### config.mk
export PLATFORM = sky130hd
export DESIGN_NAME = prog_loader
export DESIGN_NICKNAME = d
export VERILOG_FILES = /design/src/rtl/prog_loader.sv
export SDC_FILE = /design/constraint.sdc
export NUM_CORES = 1
export LEC_CHECK = 0
export CAP_MARGIN = 40
export CORE_ASPECT_RATIO = 2
export CORE_MARGIN = 5
export CORE_UTILIZATION = 50
export CTS_BUF_LIST = sky130_fd_sc_hd__clkbuf_8 sky130_fd_sc_hd__clkbuf_16
export DETAILED_ROUTE_END_ITERATION = 6
export PLACE_DENSITY = 0.85
export SETUP_SLACK_MARGIN = 0.5
export SLEW_MARGIN = 40
export SYNTH_ARGS = -nofsm -noshare
export SYNTH_HDL_FRONTEND = slang
export SYNTH_SLANG_ARGS = --single-unit
### constraint.sdc
create_clock -name clk -period 2.6 [get_ports clk]
set_input_delay 0.52 -clock clk [delete_from_list [all_inputs] [get_ports clk]]
set_output_delay 0.52 -clock clk [all_outputs]
set_load 0.005 [all_outputs]
### src/rtl/prog_loader.sv
// Program-memory loader: assembles framed 18-bit instructions from a byte stream,
// writes them to the instruction BRAM and holds the processor in reset until verified.
module prog_loader #(
  parameter logic [7:0]  START_BYTE = 8'hA5,
  parameter logic [15:0] TIMEOUT    = 16'd50000
) (
  input  logic        clk,
  input  logic        reset_n,
  input  logic [7:0]  rx_data,
  input  logic        rx_valid,
  output logic        rx_ready,
  output logic [9:0]  mem_address,
  output logic [17:0] mem_instruction,
  output logic [3:0]  mem_we,
  output logic        proc_reset,
  output logic        load_done,
  output logic        load_error
);

  typedef enum logic [2:0] {
    S_IDLE, S_LEN_HI, S_LEN_LO, S_B2, S_B1, S_B0, S_WR, S_CHK
  } state_t;

  state_t      state_q, state_d;
  logic        rx_ready_q, rx_ready_d;
  logic [9:0]  addr_q, addr_d;
  logic [17:0] instr_q, instr_d;
  logic [3:0]  we_q, we_d;
  logic        proc_reset_q, proc_reset_d;
  logic        done_q, done_d;
  logic        err_q, err_d;
  logic [7:0]  chk_q, chk_d;
  logic [9:0]  cnt_q, cnt_d;
  logic [1:0]  w2_q, w2_d;
  logic [7:0]  w1_q, w1_d;
  logic [15:0] tmo_q, tmo_d;
  logic        accept;

  assign accept = rx_valid & rx_ready_q;

  always_comb begin
    state_d      = state_q;
    addr_d       = addr_q;
    instr_d      = instr_q;
    proc_reset_d = proc_reset_q;
    done_d       = 1'b0;
    err_d        = err_q;
    chk_d        = chk_q;
    cnt_d        = cnt_q;
    w2_d         = w2_q;
    w1_d         = w1_q;
    tmo_d        = 16'd0;

    case (state_q)
      S_IDLE: begin
        if (accept && rx_data == START_BYTE) begin
          proc_reset_d = 1'b1;
          err_d        = 1'b0;
          chk_d        = 8'h00;
          addr_d       = 10'd0;
          state_d      = S_LEN_HI;
        end
      end
      S_LEN_HI: begin
        if (accept) begin
          chk_d = chk_q ^ rx_data;
          if (rx_data[7:2] != 6'd0) begin
            err_d   = 1'b1;
            state_d = S_IDLE;
          end else begin
            cnt_d[9:8] = rx_data[1:0];
            state_d    = S_LEN_LO;
          end
        end
      end
      S_LEN_LO: begin
        if (accept) begin
          chk_d      = chk_q ^ rx_data;
          cnt_d[7:0] = rx_data;
          state_d    = S_B2;
        end
      end
      S_B2: begin
        if (accept) begin
          chk_d   = chk_q ^ rx_data;
          w2_d    = rx_data[1:0];
          state_d = S_B1;
        end
      end
      S_B1: begin
        if (accept) begin
          chk_d   = chk_q ^ rx_data;
          w1_d    = rx_data;
          state_d = S_B0;
        end
      end
      S_B0: begin
        if (accept) begin
          chk_d   = chk_q ^ rx_data;
          instr_d = {w2_q, w1_q, rx_data};
          state_d = S_WR;
        end
      end
      S_WR: begin
        // cnt holds words remaining after this one; the final increment wraps harmlessly
        addr_d = addr_q + 10'd1;
        if (cnt_q == 10'd0) begin
          state_d = S_CHK;
        end else begin
          cnt_d   = cnt_q - 10'd1;
          state_d = S_B2;
        end
      end
      S_CHK: begin
        if (accept) begin
          if (rx_data == chk_q) begin
            done_d       = 1'b1;
            proc_reset_d = 1'b0;
          end else begin
            err_d = 1'b1;
          end
          state_d = S_IDLE;
        end
      end
      default: state_d = S_IDLE;
    endcase

    // Inter-byte watchdog; never fires on a cycle that consumed a byte
    if (state_q != S_IDLE && !accept) begin
      if (tmo_q == TIMEOUT - 16'd1) begin
        err_d   = 1'b1;
        state_d = S_IDLE;
      end else begin
        tmo_d = tmo_q + 16'd1;
      end
    end

    we_d       = (state_d == S_WR) ? 4'b1111 : 4'b0000;
    rx_ready_d = (state_d != S_WR);
  end

  always_ff @(posedge clk or negedge reset_n) begin
    if (!reset_n) begin
      state_q      <= S_IDLE;
      rx_ready_q   <= 1'b0;
      addr_q       <= 10'd0;
      instr_q      <= 18'd0;
      we_q         <= 4'b0000;
      proc_reset_q <= 1'b0;
      done_q       <= 1'b0;
      err_q        <= 1'b0;
      chk_q        <= 8'h00;
      cnt_q        <= 10'd0;
      w2_q         <= 2'd0;
      w1_q         <= 8'h00;
      tmo_q        <= 16'd0;
    end else begin
      state_q      <= state_d;
      rx_ready_q   <= rx_ready_d;
      addr_q       <= addr_d;
      instr_q      <= instr_d;
      we_q         <= we_d;
      proc_reset_q <= proc_reset_d;
      done_q       <= done_d;
      err_q        <= err_d;
      chk_q        <= chk_d;
      cnt_q        <= cnt_d;
      w2_q         <= w2_d;
      w1_q         <= w1_d;
      tmo_q        <= tmo_d;
    end
  end

  assign rx_ready        = rx_ready_q;
  assign mem_address     = addr_q;
  assign mem_instruction = instr_q;
  assign mem_we          = we_q;
  assign proc_reset      = proc_reset_q;
  assign load_done       = done_q;
  assign load_error      = err_q;

endmodule
After elaboration in Yosys (flattened, before gate mapping)

Cells that the tools add are included.

Memories: 0
Register bits: 83
Memory bits (writable): 0
Input port bits: 11
Output and inout port bits: 36
Word-level logic and storage cells: 101
Memory bits (read-only): 0
Latch bits: 0

Mux-type cells: 41
$add $sub $neg: 3
Equality and inequality tests: 20
Bitwise operators: 2
Multipliers: 0
Reductions and logical operators: 21
Shift-type cells: 0
Div/mod/pow operators: 0
$lt $le $gt $ge: 0

Operator list:

| kind                                                                  | number |
|---|---|
| 16-bit two-way mux                                                    | 2 |
| 8-bit case mux with 2 select lines                                    | 2 |
| 3-bit two-way mux                                                     | 10 |
| 8-bit two-way mux                                                     | 3 |
| 3-bit case mux with 8 select lines                                    | 1 |
| 10-bit two-way mux                                                    | 2 |
| 10-bit case mux with 2 select lines                                   | 1 |
| 16-bit by 1-bit adder with 16-bit output (second input constant)      | 1 |
| 16-bit == test (second input constant)                                | 1 |
| 3-bit == test (second input constant)                                 | 5 |
| 2-bit != test (second input constant)                                 | 7 |
| 1-bit two-way mux                                                     | 13 |
| 10-bit by 1-bit adder with 10-bit output (second input constant)      | 1 |
| 10-bit zero test                                                      | 1 |
| 2-bit nonzero test                                                    | 5 |
| 10-bit by 1-bit subtractor with 10-bit output (second input constant) | 1 |
| 8-bit == test                                                         | 1 |
| 8-bit == test (second input constant)                                 | 1 |
| 2-bit AND reduction                                                   | 4 |
| 4-bit AND reduction                                                   | 2 |
| 8-bit bitwise XOR                                                     | 1 |
| 3-bit by 2-bit == test with 1-bit output (second input constant)      | 2 |
| 2-bit two-way mux                                                     | 3 |
| 3-bit AND reduction                                                   | 2 |
| 14 further kinds                                                      | 15 |

Logic depth before layout (Yosys ltp)

Depth after elaboration: 8
Mapped depth: 7
Depth with buffers taken out: 6

Least setup slack after synthesis

Ideal clock, no wire load.

Path kind: flip-flop to flip-flop
Start: register cnt_q[0]
End: register cnt_q[1]
Library setup time: 0.125 ns
Required time: 2.475 ns
Cell stages (with the launch flop): 7
Path slack: 0.576 ns
Arrival: 1.899 ns
Clock period less this slack: 2.024 ns
Path through: dfrtp_1 > inv_1 > ha_1 > or4bb_1 > nor4_4 > nor2_2 > mux2_4

Word-level cells in the longest chain between the ends: 3
Elaborated cells between the ends (all ways): 6
Those cells by class: add/sub: 1; eq/ne: 1; mux: 2; reduce/logical: 2

Ends and longest elaborated chain:

| what                                                                                     | line     | source |
|---|---|---|
| start, declared                                                                          | 33       | `logic [9:0] cnt_q, cnt_d;` |
| start signal, assigned                                                                   | 167      | `cnt_q <= cnt_d;` |
| 10-bit by 1-bit subtractor with 10-bit output / 10-bit zero test (equally long branches) | 110, 107 |  |
| 10-bit two-way mux / 2-bit != test (equally long branches)                               | n/a      |  |
| 8-bit case mux with 2 select lines / 3-bit AND reduction (equally long branches)         | n/a      |  |

Several ways; a longest one is shown, not always the timed one. The select of a mux whose other input is x is not followed.
A chain may end at the register's enable or synchronous reset.

Final worst setup path

Start: input port rx_data[1]
End: register err_q, in the netlist load_error

Word-level cells in the longest chain between the ends: 6
Elaborated cells between the ends (all ways): 9
Those cells by class: eq/ne: 2; mux: 6; reduce/logical: 1

Ends and longest elaborated chain:

| what                                                          | line    | source |
|---|---|---|
| start, declared                                               | 9       | `input logic [7:0] rx_data,` |
| 8-bit == test (on tied branches)                              | 116, 56 |  |
| 1-bit two-way mux / 1-bit logical AND (equally long branches) | 116, 56 |  |
| 1-bit two-way mux (on tied branches)                          | 115, 56 |  |
| 1-bit case mux with 3 select lines (*)                        | 54      | `case (state_q)` |
| 1-bit two-way mux                                             | 130     | `if (tmo_q == TIMEOUT - 16'd1) begin` |
| 1-bit two-way mux (*)                                         | 129     | `if (state_q != S_IDLE && !accept) begin` |
| named net err_d                                               | 31      | `logic err_q, err_d;` |
| end signal, assigned                                          | 165     | `err_q <= err_d;` |
| end, declared                                                 | 31      |  |

The timed path passes the listed nets; every way through them passes the cells marked *.

==> flow_metrics.py <==
metrics = {
    "drt": {
        "first_iter_violations": 316,
        "wl_per_cell_um": 17.5,
        "drt_wl_total_mm": 9.55,
        "drc": 0,
        "num_vias": 3223,
        "drt-pass1-iter-count": 5,
        "routed_via_density": 5.90,
        "ant_nets": 0,
    },
    "critical_path": {
        "worst_setup_path_start_kind": "input pin",
        "crit_type": "input pin to flop",
        "r2r_slack_ps": 560,
        "timing.rr.start": "cnt_q[0]",
        "worstSetupEndpoint": "load_error",
        "worstPathArrival_ps": 2250,
        "cp_max_fo": 6,
        "crit_required_ps": 2810,
        "startpoint": "rx_data[1]",
        "reg2reg_depth": 7,
        "reg2reg_to": "cnt_q[0]",
        "cp-end-kind": "flop",
    },
    "final_layout": {
        "syn_to_final_growth_pct": 27.6,
        "n_antenna_cell": 0,
        "drive_above_1_share_pct": 20.7,
        "fillers": 624,
        "fin_cells": 546,
        "final_nets": 460,
    },
    "global_routing": {
        "grt_pass1_vias": 3274,
        "grt_util_met3_pct": 5.03,
        "top_usage_layer": "met2",
        "overflow": 0,
        "grt_pass1_wl_mm": 16.3,
        "grt_use_total_pct": 21.0,
        "grt_antenna_before_repair": 0,
        "met2_usage_pct": 32.9,
        "use_met1_pct": 27.3,
        "grt_max_degree": 47,
    },
    "clock_network": {
        "clk_latency_ps": 340,
        "cts-htree-levels": 3,
        "numCtsBuffers": 9,
        "cts_root_buf": "clkbuf_16",
        "cts_tree": "yes",
        "cts_sinks": 80,
        "path_clk_slew_ps": 60,
        "clockBufferDepth": 2,
    },
    "floorplanning": {
        "die_height_um": 136,
        "io_pins": 47,
        "die-area_um2": 9950,
        "placementRows": 46,
        "start_util_pct": 50.8,
        "coreArea_um2": 7830,
        "die_w_um": 73.1,
    },
    "sta": {
        "setup_viol": 0,
        "maxSlewViolCount": 0,
        "layout_setup_ws_ps": 558,
        "min_period_ps": 2040,
        "period_share_pct": 78.6,
        "tns_ps": 0,
        "max-slew-margin-rel_pct": 56.4,
        "fmax_ghz": 0.490,
        "worstMarginPinSlew_ps": 638,
        "fin_worst_skew_ps": 5.69,
        "finalHoldViolCount": 0,
        "hold_slack_ps": 125,
        "grt_setup_unrepaired": "yes",
    },
    "power": {
        "power.share.combinational_pct": 21.2,
        "peakVddDrop_mv": 0.471,
        "power_mw": 3.67,
        "p_per_area_nw_per_um2": 723,
        "p_leak_nw": 2.26,
        "pwr-share-clk_pct": 36.6,
        "p_int_mw": 2.61,
        "switchingPower_mw": 1.06,
        "share_seq_of_total_power_pct": 42.2,
        "netSwitchingFraction_pct": 28.9,
    },
    "flow_run": {
        "drv_cap": 0,
    },
    "place": {
        "port-buffer-count": 46,
        "dp_slack_ps": 164,
        "dpl.cell_count": 522,
        "gp_congestion": 0.869,
        "place_hpwl_mm": 6.67,
    },
    "synthesis": {
        "synth_common_cells": "dfrtp_1 (80), nor2_1 (33), mux2_2 (28)",
        "synthFlopType": "dfrtp_1",
        "synth_seq_cells": 80,
        "yosysTopAreaCell": "dfrtp_1",
        "syn_inst": 377,
        "ys_types": 57,
        "synth_seq_area_share_pct": 50.3,
        "syn_nets": 392,
        "synthMostInstantiatedCell": "dfrtp_1",
        "netlist_area_um2": 3980,
        "synth_area_leaders": "dfrtp_1 (50%), mux2_2 (7.9%), xor2_1 (3.7%)",
        "synth.avg_cell_area_um2": 10.6,
        "async_flop_share_pct": 100,
        "yosys_warnings": 0,
        "synth_top_area_share_pct": 50.3,
        "synth_edf_count": 0,
    },
    "min_path": {
        "hp-class": "input pin to asynchronous set/reset pin",
    },
    "run_status": {
        "status": "finished clean",
    },
}
==> layout make-up <==
| type | instances | area (um2) | share of cell area [%] |
|---|---|---|---|
| flip-flops and latches | 80 | 2000 | 39.4 |
| multi-input cells | 270 | 1900 | 37.5 |
| repair buffers | 77 | 706 | 13.9 |
| clock buffers | 10 | 239 | 4.71 |
| well taps | 96 | 120 | 2.37 |
| clock inverters | 6 | 82.6 | 1.63 |
| inverters | 7 | 26.3 | 0.517 |
==> per-stage QoR <==
step	area, um2	util, %
finish	5080	64.9
global placement	4650	59.4
CTS	5000	63.8
floorplan	3980	-
global route	5080	64.9
detailed placement	4650	59.4
==> power groups by stage <==
stage          sequential, mW  combinational (mW)  clock [mW]
2_1_floorplan            1.51               0.502           0
3_5_place_dp             1.56               0.732           0
4_1_cts                  1.55               0.738        1.37
3_3_place_gp             1.56               0.713           0
6_report                 1.55               0.777        1.34
5_1_grt                  1.57               0.874        1.42
==> worst max-delay path, cell delays in order <==
cell,delay (ps)
clkdlybuf4s50_1,570
and4b_1,340
nand3_1,110
o21a_1,210
or4_1,490
==> per-layer routing <==
layer / up-vias / share of wire [%]
li1: 1520 / -
met1: 1561 / 41
met2: 123 / 50
met3: 19 / 6.3
met4: 0 / 2.2
met5: - / 0
==> kinds of logic after synthesis <==
kind of cell	Yosys count	share of synthesized area [%]
AND/OR/NAND/NOR	136	19.1
multiplexers	34	9.56
XOR/XNOR	20	4.40
AO/OA/AOI/OAI	76	12.5
adder cells (fa/ha/maj)	4	1.26
buffers and inverters	27	2.89
flip-flops	80	50.3
==> placed cells by master (no fill, tap or decap), types with 10 or more instances in the layout <==
| cell | netlist | layout |
|---|---|---|
| nand3_1 | 15 | 15 |
| a21oi_1 | 13 | 13 |
| nor2_1 | 33 | 33 |
| o21ai_0 | 23 | 23 |
| clkdlybuf4s50_1 | 0 | 44 |
| dfrtp_1 | 80 | 80 |
| o31ai_1 | 12 | 12 |
| mux2_2 | 28 | 28 |
| xor2_1 | 17 | 17 |
| buf_4 | 3 | 31 |
| nand2_1 | 20 | 20 |
| nor3_1 | 12 | 10 |
==> registers in the layout, summed over array words and instances (netlist names) <==
name and count:
rx_ready 1, cnt_q 10, load_error 1, w1_q 8, tmo_q 16, load_done 1, chk_q 8, mem_we 1
state_q 3, mem_instruction 18, proc_reset 1, w2_q 2, mem_address 10
==> timing repair <==
action	4_1_cts	5_1_grt
pin swaps	2	2
setup endpoints to repair	7	28
setup buffers	3	5
hold buffers	0	0
resized for setup	1	10
==> worst min-delay path by stage <==
| stage | from | to | slack, ps | depth (start not counted) |
|---|---|---|---|---|
| after CTS | reset_n | tmo_q[10] | 130 | 1 |
| after global placement | mem_address[9] | mem_address[9] | 450 | 1 |
| final | reset_n | tmo_q[10] | 130 | 1 |
| after global routing | reset_n | tmo_q[10] | 160 | 1 |
| after detailed placement | tmo_q[0] | tmo_q[0] | 480 | 1 |
| after floorplan | reset_n | chk_q[0] | 220 | 0 |
Note: power is estimated with default switching activity, not from simulation.
